--- config.mk ---
export PLATFORM = sky130hd
export DESIGN_NAME = pm_domain_seq
export DESIGN_NICKNAME = d
export VERILOG_FILES = /design/src/rtl/pm_domain_seq.sv
export SDC_FILE = /design/constraint.sdc
export NUM_CORES = 1
export LEC_CHECK = 0
export CAP_MARGIN = 5
export CORE_ASPECT_RATIO = 0.9
export CORE_MARGIN = 8
export CORE_UTILIZATION = 55
export DETAILED_ROUTE_END_ITERATION = 8
export PLACE_DENSITY_LB_ADDON = 0.12
export SKIP_CTS_REPAIR_TIMING = 1
export SYNTH_ARGS = -nofsm -noshare
export SYNTH_HDL_FRONTEND = slang
export SYNTH_SLANG_ARGS = --single-unit
--- constraint.sdc ---
create_clock -name clk_i -period 5.5 [get_ports clk_i]
set_input_delay 1.1 -clock clk_i [delete_from_list [all_inputs] [get_ports clk_i]]
set_output_delay 1.1 -clock clk_i [all_outputs]
set_load 0.005 [all_outputs]
--- src/rtl/pm_domain_seq.sv ---
// Power-gating sequencer for one switchable domain.
// Orders clock gate, isolation, retention and switch enable.
module pm_domain_seq #(
  parameter int unsigned ISO_CYC     = 4,
  parameter int unsigned SAVE_CYC    = 2,
  parameter int unsigned RESTORE_CYC = 2,
  parameter int unsigned ACK_TIMEOUT = 256,
  parameter int unsigned SYNC_STAGES = 2
) (
  input  logic clk_i,
  input  logic rst_ni,
  input  logic pd_req_i,
  input  logic pu_req_i,
  input  logic err_clr_i,
  input  logic pwr_ack_i,
  output logic clk_en_o,
  output logic iso_en_o,
  output logic ret_save_o,
  output logic ret_restore_o,
  output logic pwr_sw_en_o,
  output logic busy_o,
  output logic domain_on_o,
  output logic done_o,
  output logic err_o
);

  localparam int unsigned MAX_A =
    (ISO_CYC > SAVE_CYC) ? ISO_CYC : SAVE_CYC;
  localparam int unsigned MAX_B =
    (RESTORE_CYC > ACK_TIMEOUT) ? RESTORE_CYC : ACK_TIMEOUT;
  localparam int unsigned MAX_CYC =
    (MAX_A > MAX_B) ? MAX_A : MAX_B;
  localparam int unsigned TW = $clog2(MAX_CYC) + 1;

  typedef logic [TW-1:0] tmr_t;

  localparam tmr_t ISO_LD  = tmr_t'(ISO_CYC - 1);
  localparam tmr_t SAVE_LD = tmr_t'(SAVE_CYC - 1);
  localparam tmr_t REST_LD = tmr_t'(RESTORE_CYC - 1);
  localparam tmr_t ACK_LD  = tmr_t'(ACK_TIMEOUT - 1);

  typedef enum logic [3:0] {
    S_ON,
    S_CLK_OFF,
    S_ISO,
    S_SAVE,
    S_SW_OFF,
    S_OFF,
    S_SW_ON,
    S_RESTORE,
    S_DE_ISO,
    S_CLK_ON
  } state_e;

  state_e state_q, state_d;
  tmr_t   tmr_q, tmr_d, ld_val;
  logic   tmr_zero;
  logic   err_set;
  logic   ack_sync;

  logic [SYNC_STAGES-1:0] sync_q;

  logic clk_en_d, iso_d, save_d, rest_d, sw_d;
  logic busy_d, on_d, done_d, err_d;

  // Bring the switch-chain ack into the always-on clock domain.
  always_ff @(posedge clk_i or negedge rst_ni) begin
    if (!rst_ni) begin
      sync_q <= '1;
    end else begin
      sync_q <= {sync_q[SYNC_STAGES-2:0], pwr_ack_i};
    end
  end

  assign ack_sync = sync_q[SYNC_STAGES-1];
  assign tmr_zero = (tmr_q == '0);

  // Timer value loaded when a state is entered.
  always_comb begin
    ld_val = '0;
    unique case (state_d)
      S_ISO:     ld_val = ISO_LD;
      S_SAVE:    ld_val = SAVE_LD;
      S_SW_OFF:  ld_val = ACK_LD;
      S_SW_ON:   ld_val = ACK_LD;
      S_RESTORE: ld_val = REST_LD;
      S_DE_ISO:  ld_val = ISO_LD;
      default:   ld_val = '0;
    endcase
  end

  // Next-state, timer and error-set logic.
  always_comb begin
    state_d = state_q;
    err_set = 1'b0;
    tmr_d   = tmr_zero ? tmr_q : tmr_q - tmr_t'(1);
    unique case (state_q)
      S_ON: begin
        if (pd_req_i) state_d = S_CLK_OFF;
      end
      S_CLK_OFF: begin
        state_d = S_ISO;
      end
      S_ISO: begin
        if (tmr_zero) state_d = S_SAVE;
      end
      S_SAVE: begin
        if (tmr_zero) state_d = S_SW_OFF;
      end
      S_SW_OFF: begin
        if (!ack_sync) begin
          state_d = S_OFF;
        end else if (tmr_zero) begin
          err_set = 1'b1;
          state_d = S_SW_ON;
        end
      end
      S_OFF: begin
        if (pu_req_i) state_d = S_SW_ON;
      end
      S_SW_ON: begin
        if (ack_sync) begin
          state_d = S_RESTORE;
        end else if (tmr_zero) begin
          err_set = 1'b1;
          tmr_d   = ACK_LD;
        end
      end
      S_RESTORE: begin
        if (tmr_zero) state_d = S_DE_ISO;
      end
      S_DE_ISO: begin
        if (tmr_zero) state_d = S_CLK_ON;
      end
      S_CLK_ON: begin
        state_d = S_ON;
      end
      default: begin
        state_d = S_ON;
      end
    endcase
    if (state_d != state_q) tmr_d = ld_val;
  end

  // Output decode of the upcoming state, so outputs are flops.
  always_comb begin
    clk_en_d = 1'b0;
    iso_d    = 1'b1;
    save_d   = 1'b0;
    rest_d   = 1'b0;
    sw_d     = 1'b1;
    unique case (state_d)
      S_ON: begin
        clk_en_d = 1'b1;
        iso_d    = 1'b0;
      end
      S_CLK_OFF: iso_d = 1'b0;
      S_ISO:     iso_d = 1'b1;
      S_SAVE:    save_d = 1'b1;
      S_SW_OFF:  sw_d = 1'b0;
      S_OFF:     sw_d = 1'b0;
      S_SW_ON:   sw_d = 1'b1;
      S_RESTORE: rest_d = 1'b1;
      S_DE_ISO:  iso_d = 1'b0;
      S_CLK_ON: begin
        clk_en_d = 1'b1;
        iso_d    = 1'b0;
      end
      default: begin
        clk_en_d = 1'b1;
        iso_d    = 1'b0;
      end
    endcase
    on_d   = (state_d == S_ON);
    busy_d = !(state_d == S_ON || state_d == S_OFF);
    done_d = (state_d != state_q) &&
             (state_d == S_ON || state_d == S_OFF);
    err_d  = err_set | (err_o & ~err_clr_i);
  end

  // State, timer and registered outputs.
  always_ff @(posedge clk_i or negedge rst_ni) begin
    if (!rst_ni) begin
      state_q       <= S_ON;
      tmr_q         <= '0;
      clk_en_o      <= 1'b1;
      iso_en_o      <= 1'b0;
      ret_save_o    <= 1'b0;
      ret_restore_o <= 1'b0;
      pwr_sw_en_o   <= 1'b1;
      busy_o        <= 1'b0;
      domain_on_o   <= 1'b1;
      done_o        <= 1'b0;
      err_o         <= 1'b0;
    end else begin
      state_q       <= state_d;
      tmr_q         <= tmr_d;
      clk_en_o      <= clk_en_d;
      iso_en_o      <= iso_d;
      ret_save_o    <= save_d;
      ret_restore_o <= rest_d;
      pwr_sw_en_o   <= sw_d;
      busy_o        <= busy_d;
      domain_on_o   <= on_d;
      done_o        <= done_d;
      err_o         <= err_d;
    end
  end

endmodule

==> results of run 1 <==
-- report_power, final --
group | total, uW | leakage, uW | switching (uW) | internal [uW]
clock | 130 | 0.0000279 | 56.3 | 73.8
sequential | 323 | 0.000278 | 79.6 | 244
combinational | 423 | 0.000350 | 233 | 190
total | 876 | 0.000656 | 369 | 508
-- cells by family (layout without fill, tap and decap cells) --
logic type	count (synthesis)	after routing	share of synthesized area, %
simple gates	54	54	22.00
compound gates	30	30	15.28
flops	24	24	45.20
buf+inv	17	29	5.963
mux	10	10	7.456
fa+ha+maj	3	3	2.796
xor+xnor	2	2	1.305
-- registers in the layout, indices dropped and copies added, names as in the netlist --
signal and count:
sync_q 2, busy_o 1, err_o 1, state_q 4
ret_restore_o 1, iso_en_o 1, ret_save_o 1, domain_on_o 1
done_o 1, clk_en_o 1, pwr_sw_en_o 1, tmr_q 9
-- stage by stage --
stage	setup WS, ns	std cells
after floorplan	3.123	140
after global placement	2.293	176
after detailed placement	2.200	176
after CTS	2.520	180
after global routing	2.288	180
final	2.498	180
-- final cells by class --
class / count / share of cell area [%]
Multi-Input combinational cell: 99 / 42.71
Sequential cell: 24 / 39.53
Timing Repair Buffer: 15 / 9.617
Inverter: 10 / 2.445
Tap cell: 28 / 2.282
Clock inverter: 1 / 1.956
Clock buffer: 3 / 1.467
-- metal layers --
layer  GRT usage (%)  up-vias  part of all wire [%]
met3           4.659        7                   6.9
met2           22.63       28                    45
li1                -      530                     -
met4           6.138        0                   2.0
met5               0        -                     0
met1           20.49      519                    46
-- final timing paths --
| check | from | end | cells past startpoint |
|---|---|---|---|
| worst max-delay path | pd_req_i | done_o | 8 |
| worst min-delay path | sync_q[0] | sync_q[1] | 0 |
| worst max register to register | tmr_q[0] | done_o | 9 |
| worst min register to register | sync_q[0] | sync_q[1] | 0 |
| max in group asynchronous | rst_ni | pwr_sw_en_o | 2 |
| min in group asynchronous | rst_ni | tmr_q[8] | 2 |
-- Yosys cell counts --
cell type	count	area share, %
a211oi_1	4	2.2
a21oi_1	7	2.6
a221oi_1	1	0.65
a22o_1	1	0.65
a2bb2oi_1	2	1.3
a41o_1	1	0.75
and3_1	1	0.47
and3b_1	1	0.65
and4_1	1	0.65
buf_2	1	0.37
buf_6	2	1.7
clkbuf_1	4	1.1
dfrtp_1	19	35
dfstp_2	5	9.8
ha_1	3	2.8
inv_1	9	2.5
inv_2	1	0.28
mux2i_1	10	7.5
nand2_1	10	2.8
nand2b_1	1	0.47
nand3_1	3	1.1
nand3b_1	1	0.56
nand4_1	2	0.93
nor2_1	10	2.8
nor2b_1	6	2.8
nor3_1	6	2.2
nor3b_1	1	0.56
nor4_1	3	1.4
nor4b_1	1	0.65
o211ai_1	1	0.56
o211ai_2	1	0.93
o21ai_0	7	2.6
o21bai_1	1	0.56
o31a_1	2	1.3
o31ai_1	2	1.1
or3_1	5	2.3
or4_1	1	0.56
or4b_4	1	1.0
xor2_1	2	1.3
-- critical path: cells and delay by family --
kind / cells / cell delay [ns]
AOI/OAI and AO/OA: 1 / 0.16
buffers and inverters: 2 / 0.48
muxes: 1 / 0.22
and+or+nand+nor: 4 / 1.27
==> out/results.tsv, run 1 <==
stage	metric	value	unit
setup_path	critical_path.max_fanout	10	
grt	grt_pass1_vias	1070	
grt	groute.usage.overall	15.48	%
route	viasPerCell	6.022	
timing	rsz0062_at_grt	no	
layout	layout-drive-gt1-share	8.553	%
floorplanning	die_area	4280	um^2
grt	grt_pass1_wl	5.126	mm
layout	multiInputGateArea	655.6	um^2
timing	relSlewSlack	60.48	%
clocking	clock_latency	0.33	ns
worst_hold_path	hp-class	register to register	
status	status	complete, no violations	
grt	grt-ovfl-total	0	
timing	fin_crit	3.003	ns
setup_path	start_kind	input port	
clocking	htree_levels	1	
setup_path	path_common_cell	nor2b_1	
route	drtIter0Drc	86	
timing	drv_slew	0	
setup_path	endpoint_kind	register	
layout	finish.utilization	64.44	%
power	leakagePower	0.0006561	uW
floorplanning	die_h	62.87	um
power	cellPowerDensity	570.7	nW/um^2
floorplanning	die_x	68.08	um
placed_design	port_buffers	14	
timing	finalCritPeriodShare	54.59	%
yosys	syn_avg_cell_area	9.590	um^2
timing	finalSetupViolCount	0	
setup_path	crit_slowest_cell	nand3_1	
placed_design	placed_area	1483	um^2
route	dr.pass1.iters	4	
route	vias	1084	
timing	worst-slew-pin-transition	0.5845	ns
route	routedWlPerCell	17.01	um
clocking	cts_root_buf	clkbuf_4	
floorplanning	ios	15	
route	ant_nets	0	
layout	final_cell_mix	19 x dfrtp_1, 14 x clkdlybuf4s50_1, 10 x nor2_1, 10 x nand2_1, 10 x mux2i_1	
setup_path	crit_type	input port to register	
layout	fin_area	1535	um^2
layout	nNetsFinal	162	
floorplanning	core_area	2382	um^2
grt	grt_start_max_net_pins	25	
yosys	synth.distinct_cells	39	
setup_path	crit_required	5.73	ns
timing	finalHoldViolCount	0	
setup_path	rrSetupSlack	2.50	ns
placed_design	place.gp.congestion	0.8626	
placed_design	dpl.hpwl	2.202	mm
yosys	synth_seq_area_share	45.20	%
layout	seqCellArea	606.8	um^2
clocking	cts_made_buffers	3	
yosys	synth_warnings	0	
timing	finalClockSkew	0.004858	ns
yosys	syn-cell-area	1343	um^2
setup_path	crit_chain	clkdlybuf4s50_1 -> nor2b_1 -> o211ai_1 -> and4_1 -> inv_2 -> mux2i_1 -> nand3_1 -> nor2b_1	
timing	tns	0	ns
floorplanning	core.rowCount	17	
layout	num_antenna_cells	0	
power	peakVddDrop	0.3602	mV
clocking	cts_tree	yes	
power	p_total	876.1	uW
yosys	synth-seq-cells	24	
setup_path	critPathArrivalTime	3.23	ns
layout	fillers	192	
layout	layout.cells.most_common	dfrtp_1	
route	drc_errors	0	
clocking	clockBufferDepth	2	
layout	synthToLayoutAreaGrowth	14.35	%
flow_run	drv_cap	0	
timing	holdWs	0.3660	ns
route	wl	3.062	mm
timing	max_freq	333.1	MHz
grt	antenna_found_initial	0	
yosys	syn-num-nets	149	
floorplanning	start_util	56.36	%
clocking	clock_sinks	24	
clocking	path_clk_slew	0.14	ns
setup_path	max_stage_delay	0.45	ns
yosys	synth_cells	140	
(Power assumes the default switching activity.)
==> run 2, diff against run 1 <==
- CORE_UTILIZATION: 55 -> 49
- clock period: 5.5 -> 2.5 ns (I/O delays scaled with it)
==> run 2 against run 1 <==
- first-iteration DRC count down 10%
- sequential power up 120%
- cell count up 7.8%
- core utilization down 2.3 points
- critical path depth up 2
- sequential share of layout area down 3.1 points
- global-route usage down 2.5 points
- final area up 8.5%
- clock skew down 0.0027 ns
- clock power up 120%
- critical endpoint is now tmr_q[1]
- highest routed layer unchanged
==> out/results.tsv, run 2 (same netlist as run 1, synthesis figures left out) <==
stage	metric	value	unit
floorplanning	die_h	65.66	um
power	cellPowerDensity	1304	nW/um^2
setup_path	crit_type	register to register	
placed_design	place.gp.congestion	0.8936	
timing	finalHoldViolCount	0	
timing	tns	0	ns
setup_path	start_kind	register	
floorplanning	start_util	50.09	%
floorplanning	die_x	71.18	um
timing	finalSetupViolCount	0	
setup_path	endpoint_kind	register	
setup_path	critPathArrivalTime	2.64	ns
clocking	cts_tree	yes	
grt	antenna_found_initial	0	
clocking	path_clk_slew	0.13	ns
floorplanning	core.rowCount	18	
layout	synthToLayoutAreaGrowth	24.04	%
floorplanning	die_area	4673	um^2
grt	grt_pass1_vias	1029	
layout	top_register	tmr_q	
setup_path	critical_path.max_fanout	4	
timing	finalClockSkew	0.002123	ns
power	peakVddDrop	0.7852	mV
placed_design	port_buffers	14	
clocking	clock_sinks	24	
timing	drv_slew	0	
setup_path	worstRegToRegCells	10	
floorplanning	ios	15	
flow_run	drv_cap	0	
route	wl	3.099	mm
layout	fillers	224	
route	routedWlPerCell	15.97	um
timing	relSlewSlack	70.63	%
layout	final_cell_mix	19 x dfrtp_1, 14 x clkdlybuf4s50_1, 12 x buf_4	
grt	groute.usage.overall	12.99	%
grt	grt-ovfl-total	0	
power	leakagePower	0.0007106	uW
layout	fin_cells	194	
grt	grt_start_max_net_pins	25	
placed_design	dpl.cell_count	188	
clocking	cts_made_buffers	3	
route	viasPerCell	5.768	
timing	finalCritPeriodShare	96.24	%
layout	layout-drive-gt1-share	21.34	%
setup_path	crit_required	2.73	ns
layout	largestRegisters	tmr_q x9, state_q x4, sync_q x2	
grt	grt_pass1_wl	4.892	mm
timing	max_freq	415.6	MHz
layout	num_antenna_cells	0	
status	status	complete, no violations	
route	ant_nets	0	
clocking	clockBufferDepth	2	
route	dr.pass1.iters	6	
layout	seqCellArea	606.8	um^2
route	drc_errors	0	
timing	worst-slew-pin-transition	0.4369	ns
layout	layout.cells.most_common	dfrtp_1	
floorplanning	core_area	2680	um^2
clocking	cts_root_buf	clkbuf_4	
setup_path	rrSetupSlack	0.09	ns
route	drtIter0Drc	77	
layout	nNetsFinal	174	
placed_design	dpl.hpwl	2.189	mm
clocking	clock_latency	0.31	ns
worst_hold_path	hp-class	register to register	
worst_hold_path	min_path_cells	0	
layout	multiInputGateArea	689.4	um^2
route	vias	1119	
layout	largest_reg_flops	9	
clocking	htree_levels	1	
timing	fin_crit	2.406	ns
run 2: cell type report:
cell class | instances | share of cell area [%]
flip-flops and latches | 24 | 36.44
well taps | 30 | 2.254
multi-input cells | 99 | 41.40
inverters | 10 | 2.254
repair buffers | 27 | 14.50
clock inverters | 1 | 1.803
clock buffers | 3 | 1.352
run 2: worst paths after layout:
path                       startpoint   endpoint
min reg2reg                 sync_q[0]  sync_q[1]
max in group asynchronous      rst_ni   clk_en_o
min in group asynchronous      rst_ni      err_o
max                          tmr_q[0]   tmr_q[1]
max reg2reg                  tmr_q[0]   tmr_q[1]
min                         sync_q[0]  sync_q[1]
run 2: metrics by stage:
stage,power (uW),utilization (%),hold slack [ns],worst slack (ns),area (um^2)
after floorplan,1421,-,0.2044,0.1926,1343
after global placement,1736,58.22,0.3490,0.1366,1560
after detailed placement,1742,58.22,0.3487,0.09928,1560
after CTS,2034,60.18,0.3679,0.06397,1613
after global routing,2325,62.14,0.3738,-0.006536,1665
final,2171,62.14,0.3679,0.09399,1665
run 2: routing by layer:
layer,global-route usage (%),routed length [um],up-vias
li1,-,-,556
met1,17.33,1466,532
met2,20.16,1432,29
met3,3.343,189,2
met4,3.886,10,0
met5,0,0,-
run 2: critical path, stage by stage (launching register included):
cell and delay, ns:
dfrtp_1 0.43, inv_2 0.09, ha_4 0.14, or4b_4 0.47, o211ai_2 0.17, and4_1 0.25, inv_2 0.06, mux2i_2 0.21
nand3_2 0.11, buf_4 0.19, mux2i_2 0.21
run 2: power by group:
part | internal, uW | switching (uW)
clock network | 162 | 120
logic | 595 | 584
registers | 536 | 175
total | 1290 | 878
